[config.mk]
export PLATFORM = sky130hd
export DESIGN_NAME = iso7816_rx_char
export DESIGN_NICKNAME = d
export VERILOG_FILES = /design/src/rtl/iso7816_rx_char.sv
export SDC_FILE = /design/constraint.sdc
export NUM_CORES = 1
export LEC_CHECK = 0
export ABC_AREA = 1
export CAP_MARGIN = 20
export CELL_PAD_IN_SITES_DETAIL_PLACEMENT = 1
export CELL_PAD_IN_SITES_GLOBAL_PLACEMENT = 2
export CORE_AREA = 2 2 61 87
export CTS_CLUSTER_SIZE = 25
export DETAILED_ROUTE_END_ITERATION = 6
export DIE_AREA = 0 0 63 89
export PLACE_DENSITY = 0.84
export SLEW_MARGIN = 15
export SYNTH_ARGS = -nofsm -noshare
export SYNTH_HDL_FRONTEND = slang
export SYNTH_SLANG_ARGS = --single-unit
[constraint.sdc]
create_clock -name clk -period 3.5 [get_ports clk]
set_input_delay 0.525 -clock clk [delete_from_list [all_inputs] [get_ports clk]]
set_output_delay 0.525 -clock clk [all_outputs]
set_load 0.02 [all_outputs]
[src/rtl/iso7816_rx_char.sv]
// ISO7816 character receiver: start detect, mid-ETU sampling, T=0 NACK, valid/ack handoff.
// Optional ISO7816_RX_INVERSE_EN adds cfg_inverse for the inverse convention.
module iso7816_rx_char #(
  parameter int SYNC_STAGES = 2
) (
  input  logic       clk,
  input  logic       rst,
  input  logic       io_in,
  output logic       io_oe,
  output logic       brg_sync,
  output logic       brg_run,
  input  logic       brg_stb_rx,
  input  logic       ena,
  input  logic       cfg_nack_en,
`ifdef ISO7816_RX_INVERSE_EN
  input  logic       cfg_inverse,
`endif
  output logic [7:0] rx_data,
  output logic       rx_perr,
  output logic       rx_ferr,
  output logic       rx_valid,
  input  logic       rx_ack,
  output logic       rx_ovf,
  output logic       busy
);

  typedef enum logic [2:0] {
    IDLE, START, DATA, PARITY, STOP, NACK
  } state_t;

  state_t                 state_reg;
  logic [SYNC_STAGES-1:0] sync_reg;
  logic                   io_s;
  logic                   io_p_reg;
  logic                   fall;
  logic [7:0]             sreg_reg;
  logic [2:0]             bit_cnt_reg;
  logic                   perr_reg;
  logic                   bit_val;
  logic                   deliver;
  logic                   del_ferr;

`ifdef ISO7816_RX_INVERSE_EN
  logic inv_reg;
`else
  localparam logic inv_reg = 1'b0;
`endif

  // Chain presets to 1 so an idle-high line does not look like a start bit after reset.
  always_ff @(posedge clk or posedge rst) begin
    if (rst) sync_reg <= '1;
    else     sync_reg <= {sync_reg[SYNC_STAGES-2:0], io_in};
  end

  assign io_s     = sync_reg[SYNC_STAGES-1];
  assign fall     = io_p_reg & ~io_s;
  assign bit_val  = inv_reg ? ~io_s : io_s;
  assign busy     = (state_reg != IDLE);
  assign deliver  = ena && (state_reg == STOP) && brg_stb_rx;
  // On the NACK path the stop slot holds our own error signal, so it is never a framing error.
  assign del_ferr = ~(perr_reg & cfg_nack_en) & ~io_s;

  always_ff @(posedge clk or posedge rst) begin
    if (rst) begin
      state_reg   <= IDLE;
      io_p_reg    <= 1'b1;
      io_oe       <= 1'b0;
      brg_sync    <= 1'b0;
      brg_run     <= 1'b0;
      sreg_reg    <= 8'h00;
      bit_cnt_reg <= 3'd0;
      perr_reg    <= 1'b0;
`ifdef ISO7816_RX_INVERSE_EN
      inv_reg     <= 1'b0;
`endif
    end else begin
      io_p_reg <= io_s;
      brg_sync <= 1'b0;
      if (!ena) begin
        state_reg <= IDLE;
        io_oe     <= 1'b0;
        brg_run   <= 1'b0;
      end else begin
        case (state_reg)
          IDLE: begin
            if (fall) begin
              state_reg <= START;
              brg_sync  <= 1'b1;
              brg_run   <= 1'b1;
`ifdef ISO7816_RX_INVERSE_EN
              inv_reg   <= cfg_inverse;
`endif
            end
          end
          START: begin
            if (brg_stb_rx) begin
              if (io_s) begin
                state_reg <= IDLE;
                brg_run   <= 1'b0;
              end else begin
                state_reg   <= DATA;
                bit_cnt_reg <= 3'd0;
              end
            end
          end
          DATA: begin
            if (brg_stb_rx) begin
              if (inv_reg) sreg_reg <= {sreg_reg[6:0], bit_val};
              else         sreg_reg <= {bit_val, sreg_reg[7:1]};
              bit_cnt_reg <= bit_cnt_reg + 3'd1;
              if (bit_cnt_reg == 3'd7) state_reg <= PARITY;
            end
          end
          PARITY: begin
            if (brg_stb_rx) begin
              perr_reg  <= ^{sreg_reg, bit_val};
              state_reg <= STOP;
            end
          end
          STOP: begin
            if (brg_stb_rx) begin
              if (perr_reg && cfg_nack_en) begin
                io_oe     <= 1'b1;
                state_reg <= NACK;
              end else begin
                state_reg <= IDLE;
                brg_run   <= 1'b0;
              end
            end
          end
          NACK: begin
            if (brg_stb_rx) begin
              io_oe     <= 1'b0;
              state_reg <= IDLE;
              brg_run   <= 1'b0;
            end
          end
          default: begin
            state_reg <= IDLE;
            io_oe     <= 1'b0;
            brg_run   <= 1'b0;
          end
        endcase
      end
    end
  end

  // Host handoff; a pop in the same cycle as a new byte keeps rx_valid without overflow.
  always_ff @(posedge clk or posedge rst) begin
    if (rst) begin
      rx_data  <= 8'h00;
      rx_perr  <= 1'b0;
      rx_ferr  <= 1'b0;
      rx_valid <= 1'b0;
      rx_ovf   <= 1'b0;
    end else if (deliver) begin
      rx_data  <= sreg_reg;
      rx_perr  <= perr_reg;
      rx_ferr  <= del_ferr;
      rx_valid <= 1'b1;
      if (rx_valid && !rx_ack) rx_ovf <= 1'b1;
      else if (rx_ack)         rx_ovf <= 1'b0;
    end else if (rx_ack) begin
      rx_valid <= 1'b0;
      rx_ovf   <= 1'b0;
    end
  end

endmodule
==> metrics, run 1 <==
Synth Flop Type dfrtp_1; Die Span Y 89 um; CTS Sinks 33; Min Hold Slack 0.356 ns; Hold Path Class reg2reg; Crit path largest cell delay 0.63 ns; minimum clock period 2.26 ns; crit start category flop; post-synthesis cell area 1650 sq um; starting density of the core 34.5%; Clock Path Buffers 2; Site Rows 30; final wirelength 3530 um; ys async rst share 100%; CP endpoint kind output pin; total grt overflow 0; CTS Buf Count 5; Avg Inst Size Synth 8.89 sq um; Max Cap Violations 0; DPL Wire Length 2730 um; RD Place Congestion 0.896; CP max stage cell clkdlybuf4s50_1; # IOs 23; hold_buf cts 0; Clock Latency Late Sink 0.28 ns; post-synthesis cell type count 29; RSZ-0062 raised after global routing false; most frequent cells in the layout nand2_1 (61), dfrtp_1 (30), clkdlybuf4s50_1 (22); Fin. Hold Viols 0; worst-margin pin slew 0.457 ns; post-CTS sizing 0; vias in the first global route 1432; Setup Fix Bufs, Post-CTS 0; Vias per Instance 4.78; Placement Cell Area 1910 sq um; core area 4770 sq um; Req. time, crit path 2.97 ns; area delta synth->final 21.1%; warnings from Yosys 0; Cell Pwr Density 618 nW/um^2; antenna cells 0; Die Wd 63 um; Vias 1315; CP Class reg2out; largest net degree at the start of global routing 34; router iterations before antenna repair 4; P_leak 0.933 nW; most common cell after layout, fill and taps aside nand2_1; worst-path fanout max 8; DRT antenna net count 0; H-tree levels 2; fin nets 219; Worst IR Drop VDD 284 uV; Post-Route Setup TNS 0 ns; post-route total power 1.23 mW; Layout Skew 0.00943 ns; final setup fails 0; Period Utilization, post-route 64.5%; layout cells sized above 1 15.6%; initial antenna violation count 0; number of enable flip-flop cells after synthesis 0; Max-slew headroom 69.4%; Mapped Nets 194; Die Area 5610 sq um; GRT Total Usage 14.6%; Max Clk Rate 0.443 GHz; Seq cells post-synth 33; Placed Cells 267; Fill cells 584; Finished Layout Cells 275; PortBufs 22; Gate Count Post-Synth 185; Crit path arrival time 1.73 ns; crit path cell chain inv_1 > nand2_1 > clkdlybuf4s50_1; Root Buffer clkbuf_8; max-slew violations 0; global-route wire length before repair 6300 um; status finished clean; 1st-iter DRT viols 43; sequential share of the synthesized area 50.4%; Wirelength per Cell 12.8 um; CTS tree built; Clock Pin Slew Worst Setup and Hold Paths 0.07 ns; post-layout instance area 1990 sq um; DRC viols 0
==> cells by family (layout without fill, tap and decap cells) <==
| logic type | count (synthesis) | in the layout | synth area share (%) |
|---|---|---|---|
| muxes | 1 | 1 | 0.912 |
| xor gates and xnor gates | 3 | 3 | 1.60 |
| adders and majority gates | 2 | 2 | 1.52 |
| AOI/OAI and AO/OA | 31 | 31 | 14.1 |
| buffers and inverters | 26 | 52 | 7.45 |
| and+or+nand+nor | 89 | 89 | 24.0 |
| DFF | 33 | 33 | 50.4 |
==> cell usage after synthesis, types with 2 or more instances <==
cell      instances  area share [%]
buf_2             2            0.61
buf_6             3             2.1
dfrtp_1          30              46
dfstp_2           3             4.8
ha_1              2             1.5
inv_1            19             4.3
inv_2             2            0.46
nand2_1          61              14
nand2_2           4             1.5
nand3_1          13             4.0
nor2_1            4            0.91
o211ai_1          2            0.91
o21ai_0           5             1.5
o21ai_1          10             3.0
o21ai_2           9             4.8
o31ai_4           2             2.6
xnor2_1           2             1.1
==> area by class of cell <==
type	count	area [sq um]	share of cell area [%]
clock buffer	6	72.6	3.64
clock inverter	2	10.0	0.503
inverter	21	78.8	3.96
multi-input combinational	126	693	34.8
sequential	33	830	41.6
tap	64	80.1	4.02
timing repair buffer	23	228	11.4
==> power breakdown <==
part	internal, mW	switching (mW)
clock network	0.138	0.134
registers	0.455	0.0766
logic	0.184	0.244
total	0.777	0.454
==> worst max-delay path: cells and delay by family (launching register included) <==
kind | cells | cell delay, ns
buffers and inverters | 2 | 0.77
flip-flops | 1 | 0.52
AND/OR/NAND/NOR | 1 | 0.15
==> per-stage QoR <==
| step | setup slack [ns] | utilization, % |
|---|---|---|
| global placement | 1.37 | 40.1 |
| global route | 1.19 | 41.8 |
| CTS | 1.25 | 41.8 |
| detailed placement | 1.32 | 40.1 |
| finish | 1.24 | 41.8 |
| floorplan | 2.19 | - |
==> metal layers <==
metal / global-route usage (%) / wire length (um)
met5: 0 / 0
met4: 7.47 / 98
met3: 3.02 / 108
met2: 27.9 / 1940
met1: 15.1 / 1390
==> worst paths after layout <==
kind	startpoint	end	slack, ns	cells past startpoint
max in group asynchronous	rst	io_p_reg	2.53	3
worst min-delay path	sync_reg[0]	sync_reg[1]	0.36	0
min in group asynchronous	rst	bit_cnt_reg[1]	0.64	3
worst max register to register	state_reg[0]	rx_perr	1.78	5
worst max-delay path	state_reg[2]	busy	1.24	3
worst min register to register	sync_reg[0]	sync_reg[1]	0.36	0
(Power assumes the default switching activity.)
==> run 2: changes to the inputs <==
--- a/config.mk
+++ b/config.mk
@@ -9,11 +9,11 @@
 export CAP_MARGIN = 20
 export CELL_PAD_IN_SITES_DETAIL_PLACEMENT = 1
 export CELL_PAD_IN_SITES_GLOBAL_PLACEMENT = 2
-export CORE_AREA = 2 2 61 87
+export CORE_AREA = 2 2 67 95
 export CTS_CLUSTER_SIZE = 25
 export DETAILED_ROUTE_END_ITERATION = 6
-export DIE_AREA = 0 0 63 89
-export PLACE_DENSITY = 0.84
+export DIE_AREA = 0 0 69 97
+export PLACE_DENSITY = 0.75
 export SLEW_MARGIN = 15
 export SYNTH_ARGS = -nofsm -noshare
 export SYNTH_HDL_FRONTEND = slang
==> constraint.sdc (replaced) <==
create_clock -name clk -period 1.9 [get_ports clk]
set_input_delay 0.285 -clock clk [delete_from_list [all_inputs] [get_ports clk]]
set_output_delay 0.285 -clock clk [all_outputs]
set_load 0.02 [all_outputs]
==> run 2 against run 1 <==
Compared with the run above: global-route usage fell by 3.2 points; via count decreased by 3.1%; sequential power grew 78%; worst hold slack better by 0.0013 ns; total power up 87%; cell count up 3.3%; clock skew fell by 0.0056 ns; critical endpoint is now rx_ferr.
==> metrics, run 2 (synthesis gave the netlist of run 1 again) <==
vias in the first global route 1324; P_leak 0.963 nW; Clock Path Buffers 2; Hold Crit Start sync_reg[0]; Crit path arrival time 1.26 ns; internal power 1.48 mW; crit start category flop; worst-margin pin slew 0.429 ns; CP bufs+invs 1; Logic pwr share 35.6%; initial antenna violation count 0; CTS Sinks 33; CP endpoint kind output pin; max-slew violations 0; total grt overflow 0; CTS tree built; Max Clk Rate 0.646 GHz; Vias per Instance 4.49; Root Buffer clkbuf_8; CTS Buf Count 5; Post-Route Setup TNS 0 ns; Crit Reg-Reg Startpoint state_reg[0]; H-tree levels 2; global-route wire length before repair 6090 um; switching power 0.824 mW; GRT Total Usage 11.4%; Layout Skew 0.00383 ns; DPL Wire Length 2650 um; status finished clean; DRC viols 0; minimum clock period 1.55 ns; Min Hold Slack 0.357 ns; PortBufs 22; CP max stage cell clkdlybuf4s50_1; final setup fails 0; DRT antenna net count 0; Max Cap Violations 0; Period Utilization, post-route 81.5%; worst-path fanout max 2; Cell Pwr Density 1130 nW/um^2; Die Wd 69 um; final wirelength 3500 um; 1st-iter DRT viols 35; Seq pwr share 41.2%; crit path cell chain clkdlybuf4s50_1; Worst IR Drop VDD 301 uV; largest net degree at the start of global routing 34; Crit path largest cell delay 0.61 ns; Die Area 6690 sq um; most common cell after layout, fill and taps aside nand2_1; Clock Latency Late Sink 0.28 ns; Clock Pin Slew Worst Setup and Hold Paths 0.06 ns; CP Class reg2out; Site Rows 33; Die Span Y 97 um; RD Place Congestion 0.748; most frequent cells in the layout nand2_1 (61), dfrtp_1 (30), clkdlybuf4s50_1 (21); Req. time, crit path 1.62 ns; antenna cells 0; Max-slew headroom 71.4%; Fin. Hold Viols 0; starting density of the core 28.5%; CP top delay family buffers and inverters; Wirelength per Cell 12.3 um; # IOs 23; fin nets 223; Vias 1274; worst setup path start rx_ferr; core area 5780 sq um; Hold Path Class reg2reg; area delta synth->final 23.7%; RSZ-0062 raised after global routing false; switching share of total power 35.8%; Setup Fix Bufs, Post-CTS 0; router iterations before antenna repair 4; clock network power share 23.2%; layout cells sized above 1 16.8%
[run 2: cell count changes in the layout (fill, tap and decap cells not counted)]
cell	delta
buf_4	+4
clkbuf_8	+1
clkdlybuf4s50_1	-1
clkinv_2	-2
dlymetal6s2s_1	+1
[run 2: layout make-up]
cell class,count,area [sq um]
clock buffers,7,86.3
repair buffers,27,260
flip-flops and latches,33,830
multi-input cells,126,693
fillers,709,3740
inverters,21,78.8
well taps,70,87.6
[run 2: worst paths after layout]
| path | end | slack [ns] | cells past startpoint |
|---|---|---|---|
| min | sync_reg[1] | 0.36 | 0 |
| min reg2reg | sync_reg[1] | 0.36 | 0 |
| min in group asynchronous | sreg_reg[0] | 0.39 | 3 |
| max | rx_ferr | 0.35 | 1 |
| max in group asynchronous | io_p_reg | 1.17 | 3 |
| max reg2reg | sreg_reg[6] | 0.41 | 5 |
[run 2: through the flow]
step	worst slack, ns	utilization (%)	instance area (sq um)	instances	power, mW
2_1_floorplan	0.586	-	1650	185	1.51
3_3_place_gp	0.164	33.7	1950	277	1.78
3_5_place_dp	0.0877	33.7	1950	277	1.80
4_1_cts	0.0614	35.2	2030	284	2.35
5_1_grt	0.247	35.2	2040	284	2.48
6_report	0.351	35.2	2040	284	2.30
[run 2: routing by layer]
layer	wire length, um	share of wire (%)	vias to the layer above	GRT usage (%)
li1	-	-	650	-
met1	1530	44	599	13.0
met5	0	0	-	0
met3	118	3.4	5	3.33
met2	1780	51	20	19.4
met4	75	2.1	0	5.43
[run 2: repair_timing]
action                                  4_1_cts  5_1_grt
resized for setup                             0        1
endpoints found under the setup margin        0        1
hold buffers                                  0        0
hold endpoints to repair                      0        0
[run 2: power groups by stage]
stage	clock (mW)	combinational (mW)	sequential, mW
global placement	0	0.827	0.958
global route	0.596	0.916	0.968
floorplan	0	0.484	1.02
detailed placement	0	0.835	0.962
CTS	0.560	0.840	0.949
finish	0.534	0.819	0.948
==> run 3: changes to the inputs <==
--- a/config.mk
+++ b/config.mk
@@ -9,11 +9,11 @@
 export CAP_MARGIN = 20
 export CELL_PAD_IN_SITES_DETAIL_PLACEMENT = 1
 export CELL_PAD_IN_SITES_GLOBAL_PLACEMENT = 2
-export CORE_AREA = 2 2 67 95
+export CORE_AREA = 2 2 63 89
 export CTS_CLUSTER_SIZE = 25
 export DETAILED_ROUTE_END_ITERATION = 6
-export DIE_AREA = 0 0 69 97
-export PLACE_DENSITY = 0.75
+export DIE_AREA = 0 0 65 91
+export PLACE_DENSITY = 0.8
 export SLEW_MARGIN = 15
 export SYNTH_ARGS = -nofsm -noshare
 export SYNTH_HDL_FRONTEND = slang
==> constraint.sdc (replaced) <==
create_clock -name clk -period 1.62 [get_ports clk]
set_input_delay 0.243 -clock clk [delete_from_list [all_inputs] [get_ports clk]]
set_output_delay 0.243 -clock clk [all_outputs]
set_load 0.02 [all_outputs]
==> run 3 against run 2 <==
Compared with the run above: design area rose by 3.9%; die area shrank 12%; flip-flop and latch count stayed put; worst hold slack worse by 0.087 ns; highest routed layer unchanged; clock power grew 48%; register-to-register slack worse by 0.22 ns.
==> metrics, run 3 (synthesis gave the netlist of run 1 again) <==
Cell Pwr Density 1360 nW/um^2; Req. time, crit path 1.38 ns; P_leak 1.00 nW; Vias 1335; CP bufs+invs 1; area delta synth->final 28.5%; hold_buf cts 0; fin nets 229; CTS Buf Count 5; max-slew violations 0; initial antenna violation count 0; DRT antenna net count 0; Seq pwr share 38.4%; crit start category flop; total grt overflow 0; Clock Latency Late Sink 0.28 ns; switching power 0.959 mW; Crit path largest cell delay 0.61 ns; Max Cap Violations 0; Placement Cell Area 2000 sq um; crit path cell chain clkdlybuf4s50_1; H-tree levels 2; CTS Sinks 33; RSZ-0062 raised after global routing false; PortBufs 22; clock network power share 27.4%; Die Area 5920 sq um; Post-Route Setup TNS 0 ns; r2r worst-path depth 8; Die Span Y 91 um; most frequent cells in the layout nand2_1 (61), dfrtp_1 (30), clkdlybuf4s50_1 (21); post-route setup slack 0.115 ns; GRT Total Usage 13.8%; core area 5080 sq um; DRC viols 0; Max-slew headroom 81.5%; CP max stage cell clkdlybuf4s50_1; starting density of the core 32.4%; vias in the first global route 1428; Die Wd 65 um; Root Buffer clkbuf_8; global-route wire length before repair 6330 um; CTS tree built; post-layout instance area 2110 sq um; post-route total power 2.88 mW; # IOs 23; final setup fails 0; worst-path fanout max 2; Site Rows 31; switching share of total power 33.3%; worst-margin pin slew 0.278 ns; CP top delay family buffers and inverters; DPL Wire Length 2740 um; layout cells sized above 1 19.5%; DP Worst Slack 0.0390 ns; Hold Path Class in2async; Logic pwr share 34.3%; Clock Pin Slew Worst Setup and Hold Paths 0.07 ns; router iterations before antenna repair 4; largest net degree at the start of global routing 22; internal power 1.92 mW; Layout Skew 0.00420 ns; Fin. Hold Viols 0; CP endpoint kind output pin; Vias per Instance 4.65; Max Clk Rate 0.665 GHz; Clock Path Buffers 2; Fill cells 606; 1st-iter DRT viols 41; Crit path arrival time 1.26 ns; minimum clock period 1.50 ns; most common cell after layout, fill and taps aside nand2_1; RD Place Congestion 0.785; Period Utilization, post-route 92.9%; status finished clean; antenna cells 0; CP Class reg2out; Setup Fix Bufs, Post-CTS 0; Critical Path Stages 1; Wirelength per Cell 12.0 um; final wirelength 3440 um; Worst IR Drop VDD 427 uV; post-CTS sizing 1
-- run 3: changes by cell type in the layout (fill, tap and decap cells not counted) --
cell / before / now
dlygate4sd2_1: 0 / 1
bufinv_16: 0 / 1
buf_4: 5 / 10
dlymetal6s2s_1: 1 / 0
buf_12: 0 / 1
-- run 3: final cells by class --
type / count / area (sq um) / share of cell area (%)
inverter: 21 / 78.8 / 3.73
timing repair buffer: 33 / 314 / 14.9
tap: 66 / 82.6 / 3.91
multi-input combinational: 126 / 693 / 32.8
clock inverter: 1 / 30.0 / 1.42
sequential: 33 / 830 / 39.2
clock buffer: 7 / 86.3 / 4.08
-- run 3: worst paths after layout --
| check | from | end | slack [ns] |
|---|---|---|---|
| setup / recovery | rx_data[0] | rx_data[0] | 0.12 |
| hold / removal | rst | sreg_reg[6] | 0.27 |
| setup reg to reg | state_reg[1] | rx_data[3] | 0.19 |
| hold reg to reg | sync_reg[0] | sync_reg[1] | 0.36 |
| max in group asynchronous | rst | perr_reg | 1.08 |
| min in group clk | sync_reg[0] | sync_reg[1] | 0.36 |
-- run 3: power by group through the flow --
stage	Sequential (mW)	Combinational (mW)	Clock [mW]
after global routing	1.13	1.12	0.851
final	1.11	0.986	0.788
after CTS	1.11	1.01	0.821
after global placement	1.12	1.02	0
after detailed placement	1.12	1.02	0
after floorplan	1.20	0.567	0
-- run 3: worst reg2reg max path: stages, from the launching register on --
cell,delay (ns)
dfrtp_1,0.44
nor2_4,0.10
buf_4,0.13
nand2_1,0.06
nor2_2,0.11
nand2_2,0.12
buf_4,0.22
nand2_1,0.08
o21ai_1,0.06
-- run 3: stage by stage --
step | util [%] | cells | hold slack, ns
after global routing | 41.6 | 287 | 0.307
after CTS | 41.6 | 287 | 0.269
after global placement | 39.3 | 279 | 0.346
after floorplan | - | 185 | 0.247
final | 41.6 | 287 | 0.271
after detailed placement | 39.3 | 279 | 0.348
-- run 3: routing by layer --
metal	vias to the layer above	share of wire [%]	GRT usage [%]
li1	666	-	-
met1	641	44	16.3
met2	20	51	22.7
met3	8	3.2	3.47
met4	0	2.6	6.91
met5	-	0	0
